[config.mk]
export PLATFORM = sky130hd
export DESIGN_NAME = add_sub_seq
export DESIGN_NICKNAME = d
export VERILOG_FILES = /design/src/rtl/add_sub_pkg.sv /design/src/rtl/add_sub_chunk.sv /design/src/rtl/add_sub_seq.sv
export SDC_FILE = /design/constraint.sdc
export NUM_CORES = 1
export LEC_CHECK = 0
export ABC_AREA = 1
export BUFFER_PORTS_ARGS = -buffer_cell sky130_fd_sc_hd__buf_4
export CORE_UTILIZATION = 32
export DETAILED_ROUTE_END_ITERATION = 12
export PLACE_DENSITY_LB_ADDON = 0.25
export RECOVER_POWER = 25
export SYNTH_ARGS = -nofsm -noshare
export SYNTH_HDL_FRONTEND = slang
export SYNTH_SLANG_ARGS = --single-unit
[constraint.sdc]
create_clock -name clk -period 3.6 [get_ports clk]
set_clock_uncertainty 0.05 [all_clocks]
set_input_delay 0.36 -clock clk [delete_from_list [all_inputs] [get_ports clk]]
set_output_delay 0.36 -clock clk [all_outputs]
set_load 0.02 [all_outputs]
[src/rtl/add_sub_pkg.sv]
// Shared types for the multi-cycle adder/subtractor: operation codes, FSM states
// and small op-decode helpers.
package add_sub_pkg;

    typedef enum logic [1:0] {OP_ADD, OP_SUB, OP_ACC_ADD, OP_ACC_SUB} op_t;

    typedef enum logic [1:0] {IDLE, RUN, DONE} state_t;

    function automatic logic is_sub(op_t o);
        return (o == OP_SUB) || (o == OP_ACC_SUB);
    endfunction

    function automatic logic is_acc(op_t o);
        return (o == OP_ACC_ADD) || (o == OP_ACC_SUB);
    endfunction

endpackage

[src/rtl/add_sub_chunk.sv]
// Combinational K-bit add/sub slice; msb_cin is the carry into the top bit so the
// caller can derive signed overflow as msb_cin ^ cout on the final chunk.
module add_sub_chunk #(
    parameter int K = 2
) (
    input  logic [K-1:0] a,
    input  logic [K-1:0] b,
    input  logic         cin,
    input  logic         inv_b,
    output logic [K-1:0] s,
    output logic         cout,
    output logic         msb_cin
);

    logic [K-1:0] b_eff;

    assign b_eff         = inv_b ? ~b : b;
    assign {cout, s}     = {1'b0, a} + {1'b0, b_eff} + (K+1)'(cin);
    assign msb_cin       = s[K-1] ^ a[K-1] ^ b_eff[K-1];

endmodule

[src/rtl/add_sub_seq.sv]
// Multi-cycle W-bit adder/subtractor built around one K-bit slice, with
// valid/ready handshakes, an accumulator and carry/overflow/zero flags.
module add_sub_seq
    import add_sub_pkg::*;
#(
    parameter int W = 8,
    parameter int K = 2
) (
    input  logic         clk,
    input  logic         rst,
    input  logic         in_valid,
    output logic         in_ready,
    input  logic [1:0]   op,
    input  logic [W-1:0] A,
    input  logic [W-1:0] B,
    input  logic         acc_clr,
    output logic         out_valid,
    input  logic         out_ready,
    output logic [W-1:0] S,
    output logic         Cout,
    output logic         Ovf,
    output logic         Zero,
    output logic [W-1:0] acc
);

    localparam int NCH = W / K;
    localparam int CW  = (NCH > 1) ? $clog2(NCH) : 1;

    if ((K < 1) || (W % K != 0)) begin : g_bad_param
        $error("add_sub_seq: W must be a non-zero multiple of K");
    end

    state_t         state, state_nxt;
    op_t            op_q;
    logic [W-1:0]   lhs_q, rhs_q, s_q, acc_q, s_nxt;
    logic [CW-1:0]  cnt_q;
    logic           carry_q, cout_q, ovf_q, zero_q;
    logic [K-1:0]   ch_s;
    logic           ch_cout, ch_msb_cin;
    logic           last;

    assign last = (cnt_q == CW'(NCH - 1));

    // Operands shift right so the active chunk is always in the low K bits;
    // results shift in from the top and land in place after NCH cycles.
    add_sub_chunk #(.K(K)) u_chunk (
        .a       (lhs_q[K-1:0]),
        .b       (rhs_q[K-1:0]),
        .cin     (carry_q),
        .inv_b   (is_sub(op_q)),
        .s       (ch_s),
        .cout    (ch_cout),
        .msb_cin (ch_msb_cin)
    );

    assign s_nxt = (W'(ch_s) << (W - K)) | (s_q >> K);

    always_ff @(posedge clk) begin
        if (rst) state <= IDLE;
        else     state <= state_nxt;
    end

    always_comb begin
        state_nxt = state;
        case (state)
            IDLE:    if (in_valid)  state_nxt = RUN;
            RUN:     if (last)      state_nxt = DONE;
            DONE:    if (out_ready) state_nxt = IDLE;
            default:                state_nxt = IDLE;
        endcase
    end

    always_ff @(posedge clk) begin
        if (rst) begin
            op_q    <= OP_ADD;
            lhs_q   <= '0;
            rhs_q   <= '0;
            s_q     <= '0;
            acc_q   <= '0;
            cnt_q   <= '0;
            carry_q <= 1'b0;
            cout_q  <= 1'b0;
            ovf_q   <= 1'b0;
            zero_q  <= 1'b0;
        end else begin
            case (state)
                IDLE: begin
                    if (in_valid) begin
                        op_q    <= op_t'(op);
                        lhs_q   <= is_acc(op_t'(op)) ? acc_q : A;
                        rhs_q   <= B;
                        cnt_q   <= '0;
                        carry_q <= is_sub(op_t'(op));
                    end else if (acc_clr) begin
                        acc_q <= '0;
                    end
                end
                RUN: begin
                    lhs_q   <= lhs_q >> K;
                    rhs_q   <= rhs_q >> K;
                    s_q     <= s_nxt;
                    carry_q <= ch_cout;
                    cnt_q   <= cnt_q + CW'(1);
                    if (last) begin
                        // Subtract carry is "no borrow", so invert it to report borrow.
                        cout_q <= ch_cout ^ is_sub(op_q);
                        ovf_q  <= ch_msb_cin ^ ch_cout;
                        zero_q <= (s_nxt == '0);
                        if (is_acc(op_q)) acc_q <= s_nxt;
                    end
                end
                default: ;
            endcase
        end
    end

    assign in_ready  = (state == IDLE);
    assign out_valid = (state == DONE);
    assign S         = s_q;
    assign Cout      = cout_q;
    assign Ovf       = ovf_q;
    assign Zero      = zero_q;
    assign acc       = acc_q;

endmodule

==> results of run 1 <==
-- kinds of logic after synthesis --
family	after synthesis	synth area share (%)
compound gates	65	20.2
xor+xnor	2	0.882
buf+inv	48	11.0
flops	42	42.3
fa+ha+maj	3	2.64
simple gates	108	23.0
-- through the flow --
stage	setup slack [ns]	std cells	instance area [um^2]
floorplan	1.62	268	1990
global placement	1.63	373	2320
detailed placement	1.54	373	2320
CTS	1.53	380	2400
global route	0.986	380	2330
finish	1.21	380	2330
-- power groups by stage --
stage | registers, W | clock network, W | logic, W
floorplan | 0.000543 | 0 | 0.000154
global placement | 0.000537 | 0 | 0.000225
detailed placement | 0.000536 | 0 | 0.000229
CTS | 0.000526 | 0.000295 | 0.000229
global route | 0.000530 | 0.000316 | 0.000248
finish | 0.000525 | 0.000285 | 0.000218
-- cell usage in the layout, fill, tap and decap left out --
cell type | Yosys | final
sky130_fd_sc_hd__buf_4 | 4 | 31
sky130_fd_sc_hd__nor3_1 | 1 | 1
sky130_fd_sc_hd__nand3_1 | 11 | 11
sky130_fd_sc_hd__nand2_2 | 2 | 1
sky130_fd_sc_hd__o21ai_1 | 1 | 1
sky130_fd_sc_hd__o21ai_2 | 3 | 3
sky130_fd_sc_hd__clkbuf_8 | 0 | 5
sky130_fd_sc_hd__nand2_4 | 2 | 1
sky130_fd_sc_hd__dfxtp_1 | 42 | 42
sky130_fd_sc_hd__nor2_1 | 12 | 13
sky130_fd_sc_hd__ha_1 | 1 | 1
sky130_fd_sc_hd__nor2_2 | 1 | 1
sky130_fd_sc_hd__clkbuf_1 | 3 | 14
sky130_fd_sc_hd__xnor2_1 | 1 | 1
sky130_fd_sc_hd__inv_4 | 1 | 1
sky130_fd_sc_hd__o211ai_1 | 9 | 9
sky130_fd_sc_hd__a21oi_2 | 8 | 8
sky130_fd_sc_hd__fa_1 | 2 | 2
sky130_fd_sc_hd__a31oi_1 | 7 | 7
sky130_fd_sc_hd__a21oi_1 | 21 | 21
sky130_fd_sc_hd__nor2_4 | 2 | 1
sky130_fd_sc_hd__a211oi_1 | 1 | 1
sky130_fd_sc_hd__o21ai_0 | 15 | 15
sky130_fd_sc_hd__inv_2 | 5 | 5
sky130_fd_sc_hd__nand2_1 | 77 | 79
sky130_fd_sc_hd__inv_1 | 29 | 29
sky130_fd_sc_hd__xor2_1 | 1 | 1
-- critical path: cells and delay by family (launching register included) --
kind / cells / cell delay, ns
AND/OR/NAND/NOR: 3 / 0.90
flip-flops: 1 / 0.39
AO/OA/AOI/OAI: 2 / 0.27
buffers and inverters: 2 / 0.64
-- cells in the mapped netlist, drive strengths merged --
library cell	instances
nand2	81
dfxtp	42
inv	35
a21oi	29
o21ai	19
nor2	15
nand3	11
buf	9
o211ai	9
a31oi	7
clkbuf	4
fa	2
a211oi	1
ha	1
nor3	1
xnor2	1
xor2	1
-- final cells by class --
| class | instances | share of cell area, % |
|---|---|---|
| Tap cell | 75 | 4.02 |
| Inverter | 35 | 5.74 |
| Clock buffer | 7 | 3.27 |
| Timing Repair Buffer | 43 | 11.9 |
| Sequential cell | 42 | 36.0 |
| Multi-Input combinational cell | 178 | 39.0 |
-- state kept, by name, indices dropped and copies added (netlist names), 2 cells and up --
register,flops
op_q,2
acc,8
cnt_q,2
state,2
rhs_q,8
S,8
lhs_q,8
-- metal layers --
| layer | share of wire [%] | track usage, % | wire, um |
|---|---|---|---|
| met1 | 49 | 20.9 | 2330 |
| met2 | 45 | 25.6 | 2140 |
| met3 | 4.8 | 4.61 | 231 |
| met4 | 1.3 | 5.00 | 64 |
| met5 | 0 | 0 | 0 |
-- worst paths after layout --
check,from,end,cells past startpoint
worst min-delay path,out_ready,state[1],4
worst max register to register,state[0],acc[5],7
worst min register to register,Cout,Cout,2
worst max-delay path,state[0],acc[5],7
==> impl_metrics.tcl, run 1 <==
set metrics [dict create \
    net-switching-power_w 0.000315 \
    grt_usage_pct 16.1 \
    global_route.overflow_total 0 \
    timing.hold.ws_ns 0.273 \
    timing.reg2reg.setup_slack_ns 1.21 \
    gp_congestion 0.837 \
    timing_hold_violations_final 0 \
    detailedRoute.firstIterationViolations 112 \
    synth_seq_cells 42 \
    die_w_um 80.8 \
    critical_path_class "register to register" \
    nFillCells 695 \
    num_antenna_cells 0 \
    detail_route.first_pass.iterations 4 \
    power_w 0.00103 \
    report.final.setup_viol 0 \
    tritoncts "built" \
    grt_antenna_before_repair 0 \
    rsz0062_at_grt "no" \
    clock_insertion_delay_worst_skew_ns 0.29 \
    critical_path_data_required_time_ns 3.73 \
    min_period_over_period_pct 66.3 \
    critical_path.startpoint_type "register" \
    layout-drive-gt1-share_pct 18.7 \
    end_kind "register" \
    grt_first_pass_wirelength_um 7940 \
    vdd_ir_drop_max_mv 0.164 \
    ctsResizeCount 0 \
    clockPowerShare_pct 27.7 \
    cts-hold-fix-buffers 0 \
    hpwl_dp_um 3360 \
    seq_area_um2 841 \
    grt_start_max_net_pins 29 \
    input_output_buffers 43 \
    die-area_um2 6530 \
    detail-route-antenna-nets 0 \
    slew_margin_rel_pct 38.1 \
    crit_chain "nand2_1, inv_4, o21ai_2, nand2_2, inv_2, o21ai_0, nor2_1" \
    synth-warning-count 0 \
    synth_top_cells_by_area "sky130_fd_sc_hd__dfxtp_1 42%, sky130_fd_sc_hd__nand2_1 15%, sky130_fd_sc_hd__inv_1 5.5%, sky130_fd_sc_hd__a21oi_1 5.3%, sky130_fd_sc_hd__o21ai_0 3.8%" \
    fmaxAchievable_mhz 419 \
    route.detailed.drc 0 \
    worstPathArrival_ns 2.52 \
    io_pins 44 \
    share_seq_of_total_power_pct 51.1 \
    area_delta_synth_final_pct 17.4 \
    chipHeight_um 80.8 \
    clk_pin_slew_worst_paths_ns 0.07 \
    pwr-share-comb_pct 21.2 \
    holdCritPathClass "input pin to register" \
    route.detailed.vias_per_inst 4.73 \
    multi_input_area_um2 911 \
    yosys.area.top_type_share_pct 42.3 \
    synth_nets 294 \
    numCtsBuffers 5 \
    power.leakage_nw 0.998 \
    final_core_util_pct 39.2 \
    yosysUniqueCellTypes 29 \
    routed-via-count 1797 \
    area_of_the_core_region_um2 5960 \
    max_cap_viol_count 0 \
    outcome "complete, no violations" \
    routed_wirelength_um 4760 \
    synthesis.area_um2 1990 \
    crit_fanout 28 \
    post_synthesis_instance_total 268 \
    fin_crit_ns 2.39 \
    final_net_count 331 \
    wl_per_cell_um 12.5 \
    worst_pin_slew_ns 0.926 \
    synth_sequential_area_ratio_pct 42.3 \
    power_per_cell_area_nw_per_um2 441 \
    first_global_vias 1683 \
    setup_total_negative_slack_ns 0 \
    clockBufferDepth 2 \
    critPathMaxStageDelay_ns 0.56 \
    syn-mean-instance-area_um2 7.41 \
    clock_tree.htree_level_count 2 \
    ctsRootBufferMaster "sky130_fd_sc_hd__clkbuf_8" \
    swShare_pct 30.7 \
    core.rowCount 28 \
    critical-path-slowest-cell "sky130_fd_sc_hd__nand2_1" \
    post_cts.repair.setup_buffers 0 \
    timing_max_transition_violations_final 0 \
    cts_sinks 42 \
    start_util_pct 33.4 \
    synthDominantAreaCellType "sky130_fd_sc_hd__dfxtp_1" \
    internal-power_w 0.000713 \
]
(Power assumes the default switching activity.)
==> inputs of run 2 (changes only) <==
Clock period 3.6 ns to 2.3 ns, I/O delays scaled along.
==> run 2 against run 1 <==
  * Maximum frequency rose by 18%
  * Die area unchanged
  * Critical path depth is 3 higher
  * Highest routed layer unchanged
  * Largest power group unchanged
==> impl_metrics.tcl, run 2 (synthesis results as in run 1) <==
set metrics [dict create \
    outcome "complete, no violations" \
    end_kind "register" \
    reg2reg_depth 10 \
    layout-drive-gt1-share_pct 20.1 \
    first_global_vias 1673 \
    hp-start "B[6]" \
    start_util_pct 33.4 \
    area_delta_synth_final_pct 19.5 \
    gp_congestion 0.827 \
    critical_path_data_required_time_ns 2.48 \
    grt_first_pass_wirelength_um 8080 \
    final.setup.worst_slack_ns 0.274 \
    rsz0062_at_grt "no" \
    clockBufferDepth 2 \
    route.detailed.drc 0 \
    holdCritPathClass "input pin to register" \
    cts_sinks 42 \
    nFillCells 659 \
    report.final.setup_viol 0 \
    global_route.overflow_total 0 \
    timing_max_transition_violations_final 0 \
    grt_usage_pct 16.4 \
    critical_path_class "register to register" \
    max_cap_viol_count 0 \
    clock_insertion_delay_worst_skew_ns 0.30 \
    ctsResizeCount 0 \
    worst_hold_path.num_cells 3 \
    crit-reg2reg-capture "Zero" \
    vdd_ir_drop_max_mv 0.303 \
    worstPathArrival_ns 2.21 \
    detailedRoute.firstIterationViolations 78 \
    routed_wirelength_um 4760 \
    critical_path.startpoint_type "register" \
    hpwl_dp_um 3440 \
    clock_tree.htree_level_count 2 \
    die_w_um 80.8 \
    clk_pin_slew_worst_paths_ns 0.08 \
    core.rowCount 28 \
    wl_per_cell_um 12.4 \
    die-area_um2 6530 \
    fmaxAchievable_mhz 494 \
    detail_route.first_pass.iterations 4 \
    power.leakage_nw 1.01 \
    input_output_buffers 43 \
    power_per_cell_area_nw_per_um2 691 \
    num_antenna_cells 0 \
    most_common_cell_after_layout_fill_and_taps_aside "sky130_fd_sc_hd__nand2_1" \
    timing.reg2reg.setup_slack_ns 0.27 \
    tritoncts "built" \
    detail-route-antenna-nets 0 \
    io_pins 44 \
    crit_fanout 6 \
    numCtsBuffers 5 \
    fin_crit_ns 2.03 \
    chipHeight_um 80.8 \
    area_of_the_core_region_um2 5960 \
    layout.cells.most_common_list "78 x sky130_fd_sc_hd__nand2_1, 42 x sky130_fd_sc_hd__dfxtp_1, 32 x sky130_fd_sc_hd__buf_4" \
    grt_start_max_net_pins 25 \
    cts-hold-fix-buffers 0 \
    ctsRootBufferMaster "sky130_fd_sc_hd__clkbuf_8" \
    slew_margin_rel_pct 75.7 \
    whs_endpoint "rhs_q[6]" \
    place_worst_setup_slack_ns 0.284 \
    route.detailed.vias_per_inst 4.69 \
    setup_total_negative_slack_ns 0 \
    final_net_count 334 \
    r2r-start "op_q[0]" \
    routed-via-count 1800 \
    grt_antenna_before_repair 0 \
    min_period_over_period_pct 88.1 \
    timing_hold_violations_final 0 \
    worst_pin_slew_ns 0.364 \
    post_cts.repair.setup_buffers 0 \
]
==> run 2: metal layers <==
| metal | vias up | GRT usage (%) | routed length [um] | part of all wire, % |
|---|---|---|---|---|
| met2 | 43 | 25.6 | 2170 | 46 |
| met3 | 4 | 4.27 | 274 | 5.8 |
| met5 | - | 0 | 0 | 0 |
| met4 | 0 | 4.29 | 27 | 0.57 |
| li1 | 940 | - | - | - |
| met1 | 813 | 22.3 | 2290 | 48 |
==> run 2: per-stage QoR <==
| step | instances | instance area [um^2] | utilization (%) | power, W | hold WS (ns) |
|---|---|---|---|---|---|
| finish | 384 | 2370 | 39.9 | 0.00164 | 0.137 |
| CTS | 384 | 2430 | 40.8 | 0.00168 | 0.125 |
| floorplan | 268 | 1990 | - | 0.00109 | 0.327 |
| global route | 384 | 2370 | 39.9 | 0.00175 | 0.146 |
| global placement | 376 | 2340 | 39.3 | 0.00120 | 0.403 |
| detailed placement | 376 | 2340 | 39.3 | 0.00120 | 0.409 |
==> run 2: worst max-delay path, cell delays in order (launching register included) <==
cell	delay, ns
sky130_fd_sc_hd__dfxtp_1	0.44
sky130_fd_sc_hd__xor2_1	0.19
sky130_fd_sc_hd__fa_1	0.18
sky130_fd_sc_hd__inv_1	0.05
sky130_fd_sc_hd__fa_1	0.52
sky130_fd_sc_hd__inv_1	0.06
sky130_fd_sc_hd__nor2_1	0.08
sky130_fd_sc_hd__nand2_1	0.05
sky130_fd_sc_hd__nor3_1	0.14
sky130_fd_sc_hd__nand3_1	0.09
sky130_fd_sc_hd__a21oi_1	0.11
==> run 2: layout make-up <==
| type | instances | area, um^2 | area share, % |
|---|---|---|---|
| repair buffers | 46 | 293 | 12.3 |
| clock buffers | 6 | 72.6 | 3.06 |
| clock inverters | 2 | 13.8 | 0.580 |
| well taps | 75 | 93.8 | 3.95 |
| inverters | 35 | 134 | 5.64 |
| flip-flops and latches | 42 | 841 | 35.4 |
| multi-input cells | 178 | 926 | 39.0 |
==> run 2: how the worst max path moves through the flow <==
stage                      end  slack [ns]  startpoint
after floorplan            Ovf        0.32     op_q[0]
after global placement     Ovf        0.33     op_q[0]
after detailed placement  Zero        0.28     op_q[0]
after CTS                 Zero        0.25     op_q[0]
after global routing      Zero        0.02     op_q[0]
final                     Zero        0.27     op_q[0]
==> run 2: power breakdown <==
| group | internal (W) | total, W | switching (W) |
|---|---|---|---|
| clock | 0.000214 | 0.000468 | 0.000254 |
| sequential | 0.000780 | 0.000823 | 0.0000426 |
| combinational | 0.000132 | 0.000350 | 0.000218 |
